===== config.mk =====
export PLATFORM = sky130hd
export DESIGN_NAME = mem_access_unit
export DESIGN_NICKNAME = d
export VERILOG_FILES = /design/src/rtl/mem_access_pkg.sv /design/src/rtl/mem_lane_align.sv /design/src/rtl/mem_access_unit.sv
export SDC_FILE = /design/constraint.sdc
export NUM_CORES = 1
export LEC_CHECK = 0
export CAP_MARGIN = 20
export CORE_MARGIN = 10
export CORE_UTILIZATION = 49
export DETAILED_ROUTE_END_ITERATION = 16
export HOLD_SLACK_MARGIN = 0.05
export PLACE_DENSITY = 0.88
export SLEW_MARGIN = 10
export SYNTH_ARGS = -nofsm -noshare
export SYNTH_HDL_FRONTEND = slang
export SYNTH_SLANG_ARGS = --single-unit

===== constraint.sdc =====
create_clock -name clk -period 5.7 [get_ports clk]
set_input_delay 1.425 -clock clk [delete_from_list [all_inputs] [get_ports clk]]
set_output_delay 1.425 -clock clk [all_outputs]
set_load 0.01 [all_outputs]

===== src/rtl/mem_access_pkg.sv =====
// mem_access_pkg: size codes, FSM states and byte-lane helpers
// shared by mem_access_unit and mem_lane_align.
package mem_access_pkg;

    localparam logic [1:0] SZ_BYTE = 2'b00;
    localparam logic [1:0] SZ_HALF = 2'b01;
    localparam logic [1:0] SZ_WORD = 2'b10;

    typedef enum logic {
        ST_IDLE   = 1'b0,
        ST_RMW_WR = 1'b1
    } state_e;

    // Physical byte lane that holds logical byte 'off' of a word.
    function automatic logic [1:0] phys_byte(
        input logic [1:0] off,
        input logic       le
    );
        return le ? off : ~off;
    endfunction

    // Byte enables covering the lane(s) touched by an access.
    function automatic logic [3:0] lane_mask(
        input logic [1:0] off,
        input logic [1:0] size,
        input logic       le
    );
        logic [3:0] m;
        logic       hp;
        hp = le ? off[1] : ~off[1];
        if (size == SZ_BYTE) begin
            m = 4'b0001 << phys_byte(off, le);
        end else if (size == SZ_HALF) begin
            m = hp ? 4'b1100 : 4'b0011;
        end else begin
            m = 4'b1111;
        end
        return m;
    endfunction

endpackage


===== src/rtl/mem_lane_align.sv =====
// mem_lane_align: load lane extraction/extension and
// sub-word store merge, purely combinational.
module mem_lane_align
    import mem_access_pkg::*;
#(
    parameter int LITTLE_ENDIAN = 1
) (
    input  logic [31:0] ld_word,
    input  logic [1:0]  ld_off,
    input  logic [1:0]  ld_size,
    input  logic        ld_signed,
    output logic [31:0] ld_data,
    input  logic [31:0] st_old,
    input  logic [15:0] st_new,
    input  logic [3:0]  st_be,
    input  logic [1:0]  st_size,
    output logic [31:0] st_word
);

    localparam logic LE = (LITTLE_ENDIAN != 0);

    logic [1:0]  ld_lane;
    logic        ld_hsel;
    logic [7:0]  ld_byte;
    logic [15:0] ld_half;
    logic [31:0] st_rep;

    // Pick the addressed lane and extend it to a full word.
    always_comb begin
        ld_lane = phys_byte(ld_off, LE);
        ld_hsel = LE ? ld_off[1] : ~ld_off[1];
        unique case (ld_lane)
            2'd0:    ld_byte = ld_word[7:0];
            2'd1:    ld_byte = ld_word[15:8];
            2'd2:    ld_byte = ld_word[23:16];
            default: ld_byte = ld_word[31:24];
        endcase
        ld_half = ld_hsel ? ld_word[31:16] : ld_word[15:0];
        unique case (ld_size)
            SZ_BYTE: ld_data = {{24{ld_signed & ld_byte[7]}}, ld_byte};
            SZ_HALF: ld_data = {{16{ld_signed & ld_half[15]}}, ld_half};
            default: ld_data = ld_word;
        endcase
    end

    // Replicate new data over all lanes, keep only the enabled bytes.
    always_comb begin
        st_word = st_old;
        if (st_size == SZ_HALF) begin
            st_rep = {2{st_new}};
        end else begin
            st_rep = {4{st_new[7:0]}};
        end
        for (int i = 0; i < 4; i++) begin
            if (st_be[i]) begin
                st_word[8*i +: 8] = st_rep[8*i +: 8];
            end
        end
    end

endmodule


===== src/rtl/mem_access_unit.sv =====
// mem_access_unit: MEM-stage to word bus adapter with sub-word RMW.
// Define MEM_MISALIGN_TRAP_EN to flag and drop misaligned accesses.
module mem_access_unit
    import mem_access_pkg::*;
#(
    parameter int LITTLE_ENDIAN = 1,
    parameter int IRQ_HOLD      = 0
) (
    input  logic        clk,
    input  logic        reset,
    input  logic        req_valid,
    input  logic        req_write,
    input  logic [1:0]  req_size,
    input  logic        req_signed,
    input  logic [31:0] req_addr,
    input  logic [31:0] req_wdata,
    output logic        stall,
    output logic [31:0] ld_data,
    output logic        addr_err,
    output logic        bus_read,
    output logic        bus_write,
    output logic [31:0] bus_addr,
    output logic [31:0] bus_wdata,
    input  logic [31:0] bus_rdata
);

    localparam logic LE = (LITTLE_ENDIAN != 0);

    state_e      state_q, state_d;
    logic [31:0] cap_q, cap_d;
    logic [3:0]  mask_q, mask_d;
    logic [1:0]  size_q, size_d;
    logic [15:0] wdata_q, wdata_d;
    logic [29:0] addr_q, addr_d;

    logic        act;
    logic        is_word;
    logic        mis;
    logic [1:0]  off_eff;
    logic [31:0] ld_ext;
    logic [31:0] st_word;

    // IRQ_HOLD is reserved; any nonzero value keeps the unit quiet.
    assign act     = reset && (IRQ_HOLD == 0);
    assign is_word = req_size[1];

`ifdef MEM_MISALIGN_TRAP_EN
    assign off_eff = req_addr[1:0];
    assign mis     = is_word ? (req_addr[1:0] != 2'b00)
                             : (req_size[0] & req_addr[0]);
`else
    assign off_eff = is_word ? 2'b00
                             : {req_addr[1], req_addr[0] & ~req_size[0]};
    assign mis     = 1'b0;
`endif

    mem_lane_align #(
        .LITTLE_ENDIAN (LITTLE_ENDIAN)
    ) u_align (
        .ld_word   (bus_rdata),
        .ld_off    (off_eff),
        .ld_size   (req_size),
        .ld_signed (req_signed),
        .ld_data   (ld_ext),
        .st_old    (cap_q),
        .st_new    (wdata_q),
        .st_be     (mask_q),
        .st_size   (size_q),
        .st_word   (st_word)
    );

    // Next state, RMW capture and the bus/pipeline strobes.
    always_comb begin
        state_d   = state_q;
        cap_d     = cap_q;
        mask_d    = mask_q;
        size_d    = size_q;
        wdata_d   = wdata_q;
        addr_d    = addr_q;
        stall     = 1'b0;
        addr_err  = 1'b0;
        bus_read  = 1'b0;
        bus_write = 1'b0;
        bus_wdata = '0;
        ld_data   = '0;
        bus_addr  = {req_addr[31:2], 2'b00};
        unique case (state_q)
            ST_IDLE: begin
                if (req_valid) begin
                    if (mis) begin
                        addr_err = 1'b1;
                    end else if (!req_write) begin
                        bus_read = 1'b1;
                        ld_data  = ld_ext;
                    end else if (is_word) begin
                        bus_write = 1'b1;
                        bus_wdata = req_wdata;
                    end else begin
                        bus_read = 1'b1;
                        stall    = 1'b1;
                        cap_d    = bus_rdata;
                        mask_d   = lane_mask(off_eff, req_size, LE);
                        size_d   = req_size;
                        wdata_d  = req_wdata[15:0];
                        addr_d   = req_addr[31:2];
                        state_d  = ST_RMW_WR;
                    end
                end
            end
            ST_RMW_WR: begin
                bus_write = 1'b1;
                bus_addr  = {addr_q, 2'b00};
                bus_wdata = st_word;
                state_d   = ST_IDLE;
            end
            default: begin
                state_d = ST_IDLE;
            end
        endcase
        if (!act) begin
            stall     = 1'b0;
            addr_err  = 1'b0;
            bus_read  = 1'b0;
            bus_write = 1'b0;
            bus_wdata = '0;
            ld_data   = '0;
            state_d   = ST_IDLE;
        end
    end

    // FSM state and RMW capture; reset drops any pending write.
    always_ff @(posedge clk or negedge reset) begin
        if (!reset) begin
            state_q <= ST_IDLE;
            cap_q   <= '0;
            mask_q  <= '0;
            size_q  <= SZ_BYTE;
            wdata_q <= '0;
            addr_q  <= '0;
        end else begin
            state_q <= state_d;
            cap_q   <= cap_d;
            mask_q  <= mask_d;
            size_q  <= size_d;
            wdata_q <= wdata_d;
            addr_q  <= addr_d;
        end
    end

endmodule


==> impl_metrics.tcl <==
set metrics [dict create \
    yosysWarnings 0 \
    grt_pass1_vias 5748 \
    htreeDepth 3 \
    crit_path_start_kind "input port" \
    yosys.area.top_type "dfrtp_1" \
    syn_area_per_cell_um2 7.93 \
    dr.pass1.iters 5 \
    post-cts-setup-buffer-count 0 \
    ys_seq_area_share_pct 39.0 \
    crit_fanout 10 \
    status "completed" \
    max_slew_margin_pct 50.0 \
    routed_wl_mm 20.4 \
    cts_hold_buf 0 \
    path_cells "clkdlybuf4s50_1, nand2b_1, o21ai_1, o21ai_1, a21oi_1, clkdlybuf4s50_1" \
    place_congestion 0.954 \
    regToRegSetupSlack_ns 3.52 \
    cp_slowest_cell "clkdlybuf4s50_1" \
    synthDistinctLibCells 40 \
    antenna_found_initial 0 \
    ys_ff_latch 84 \
    ios 203 \
    r2r_cells 5 \
    ys_async_sr_fraction_pct 100 \
    path_class "in2out" \
    finalSetupViolCount 0 \
    fin_area_um2 7670 \
    dieWidth_um 125 \
    cts_tree "done" \
    min_to "cap_q[4]" \
    synthCells 680 \
    final_util_pct 71.1 \
    vias 5753 \
    drv_slew 0 \
    viasPerCell 5.77 \
    endpoint_kind "primary output" \
    grt_pass1_wl_mm 31.8 \
    fin_crit_sh_pct 93.8 \
    nNetsFinal 955 \
    fmax_mhz 187 \
    numCtsBuffers 9 \
    regToRegEndpoint "cap_q[2]" \
    dp_slack_ns 0.430 \
    clkTransAtPathRegs_ns 0.07 \
    synthFlopType "dfrtp_1" \
    cap_violations 0 \
    post-place-cells 979 \
    drive_gt1_share_pct 10.3 \
    final.setup.tns_ns 0 \
    clock_path_buffers 2 \
    hpwl_mm 15.3 \
    p_leak_nw 3.38 \
    slowest_delay_ns 0.68 \
    worst_ep_arrival_time_ns 3.92 \
    place_area_um2 7430 \
    ant_nets 0 \
    synthesis.area_um2 5390 \
    root_buffer "clkbuf_8" \
    rsz0062_at_grt "no" \
    worstHoldStart "cap_q[4]" \
    whs_path_depth 2 \
    die_area_um2 15600 \
    synth_top_area_share_pct 39.0 \
    port_buffers 199 \
    r2r_start "state_q" \
    area_growth_pct 42.2 \
    drc 0 \
    row_count 38 \
    grt_use_total_pct 24.7 \
    cp.required_ns 4.28 \
    ir_drop_uv 120 \
    worst_pin_slew_ns 0.751 \
    worst_hold_slack_ns 0.480 \
    grt_overflow_total 0 \
    die_y_um 125 \
    hold_violations 0 \
    fin_cells 997 \
    min_period_ns 5.35 \
    initialDrtViolationCount 534 \
    initial_utilization_pct 50.0 \
    antennaDiodeCount 0 \
    setup_ws_ns 0.355 \
    finalClockSkew_ns 0.0131 \
    ctsResizeCount 0 \
    clock_sinks 84 \
    grt_max_degree 110 \
    wire_per_inst_um 20.4 \
    p_total_mw 1.72 \
    clkLatencyLatePin_ns 0.36 \
    hp-class "reg2reg" \
    yosysMostFrequentCell "nand2_1" \
    coreArea_um2 10800 \
    yosys-top-cells-count "nand2_1 (219), dfrtp_1 (84), mux2_2 (48), o21ai_0 (46), a21oi_1 (42)" \
    yosys-top-cells-area "dfrtp_1 (39%), nand2_1 (15%), mux2_2 (10%)" \
    synth_edf_count 0 \
    p_per_area_nw_per_um2 225 \
]
-- cells in the final DEF (no fill, tap or decap), types with 2 or more instances in the layout --
cell type        instances
o221ai_1                 7
a221oi_1                 6
nor3_1                   2
o21ai_0                 46
nand2b_1                 4
nand2_1                219
clkdlybuf4s50_1        198
o21ai_1                  3
nor2b_1                 20
mux2_2                  48
o21a_1                   6
a21oi_1                 42
a22oi_1                 16
conb_1                   3
inv_6                    2
o22ai_1                  6
and3_1                   3
clkbuf_8                10
buf_4                   16
nand3_1                  2
o31ai_1                  2
clkinvlp_4               3
dfrtp_1                 83
inv_1                   24
nor2_1                  36
mux2i_1                 31
-- critical path, delay by kind of cell --
kind	cells	cell delay (ns)
AO/OA/AOI/OAI	3	0.95
AND/OR/NAND/NOR	1	0.32
buffers and inverters	2	1.22
-- worst max path at each step --
stage	startpoint	to	slack, ns	cells after the start
2_1_floorplan	req_size[1]	ld_data[21]	1.59	7
3_3_place_gp	req_size[0]	ld_data[31]	0.51	6
3_5_place_dp	req_size[0]	ld_data[24]	0.43	6
4_1_cts	req_size[0]	ld_data[24]	0.42	6
5_1_grt	req_size[0]	ld_data[28]	0.21	6
6_report	req_size[0]	ld_data[9]	0.35	6
-- sequential cells by signal (all words and copies together) (netlist names) --
signal / count
addr_q: 30
mask_q: 4
size_q: 1
wdata_q: 16
state_q: 1
cap_q: 32
-- final cells by class --
| type | count | area, um2 |
|---|---|---|
| clock buffers | 10 | 138 |
| clock inverters | 6 | 70.1 |
| flip-flops and latches | 84 | 2100 |
| well taps | 140 | 175 |
| fillers | 812 | 3120 |
| inverters | 25 | 93.8 |
| multi-input cells | 517 | 2960 |
| repair buffers | 215 | 2130 |
-- cell families after synthesis --
family,count (synthesis),share of synthesized area [%]
compound gates,141,16.4
other cells,1,0.0695
mux,79,15.8
flops,84,39.0
buf+inv,81,6.54
simple gates,294,22.2
-- layer usage --
metal / track usage (%) / part of all wire, %
met5: 0 / 0
met4: 10.8 / 4.0
met3: 5.57 / 8.4
met2: 41.6 / 49
met1: 29.4 / 38
-- where the power goes --
group / internal [mW] / total, mW / switching (mW)
Sequential: 0.694 / 0.784 / 0.0900
Combinational: 0.247 / 0.494 / 0.247
Clock: 0.218 / 0.444 / 0.227
Total: 1.16 / 1.72 / 0.564
No activity file was read; power rests on OpenSTA's default activity.
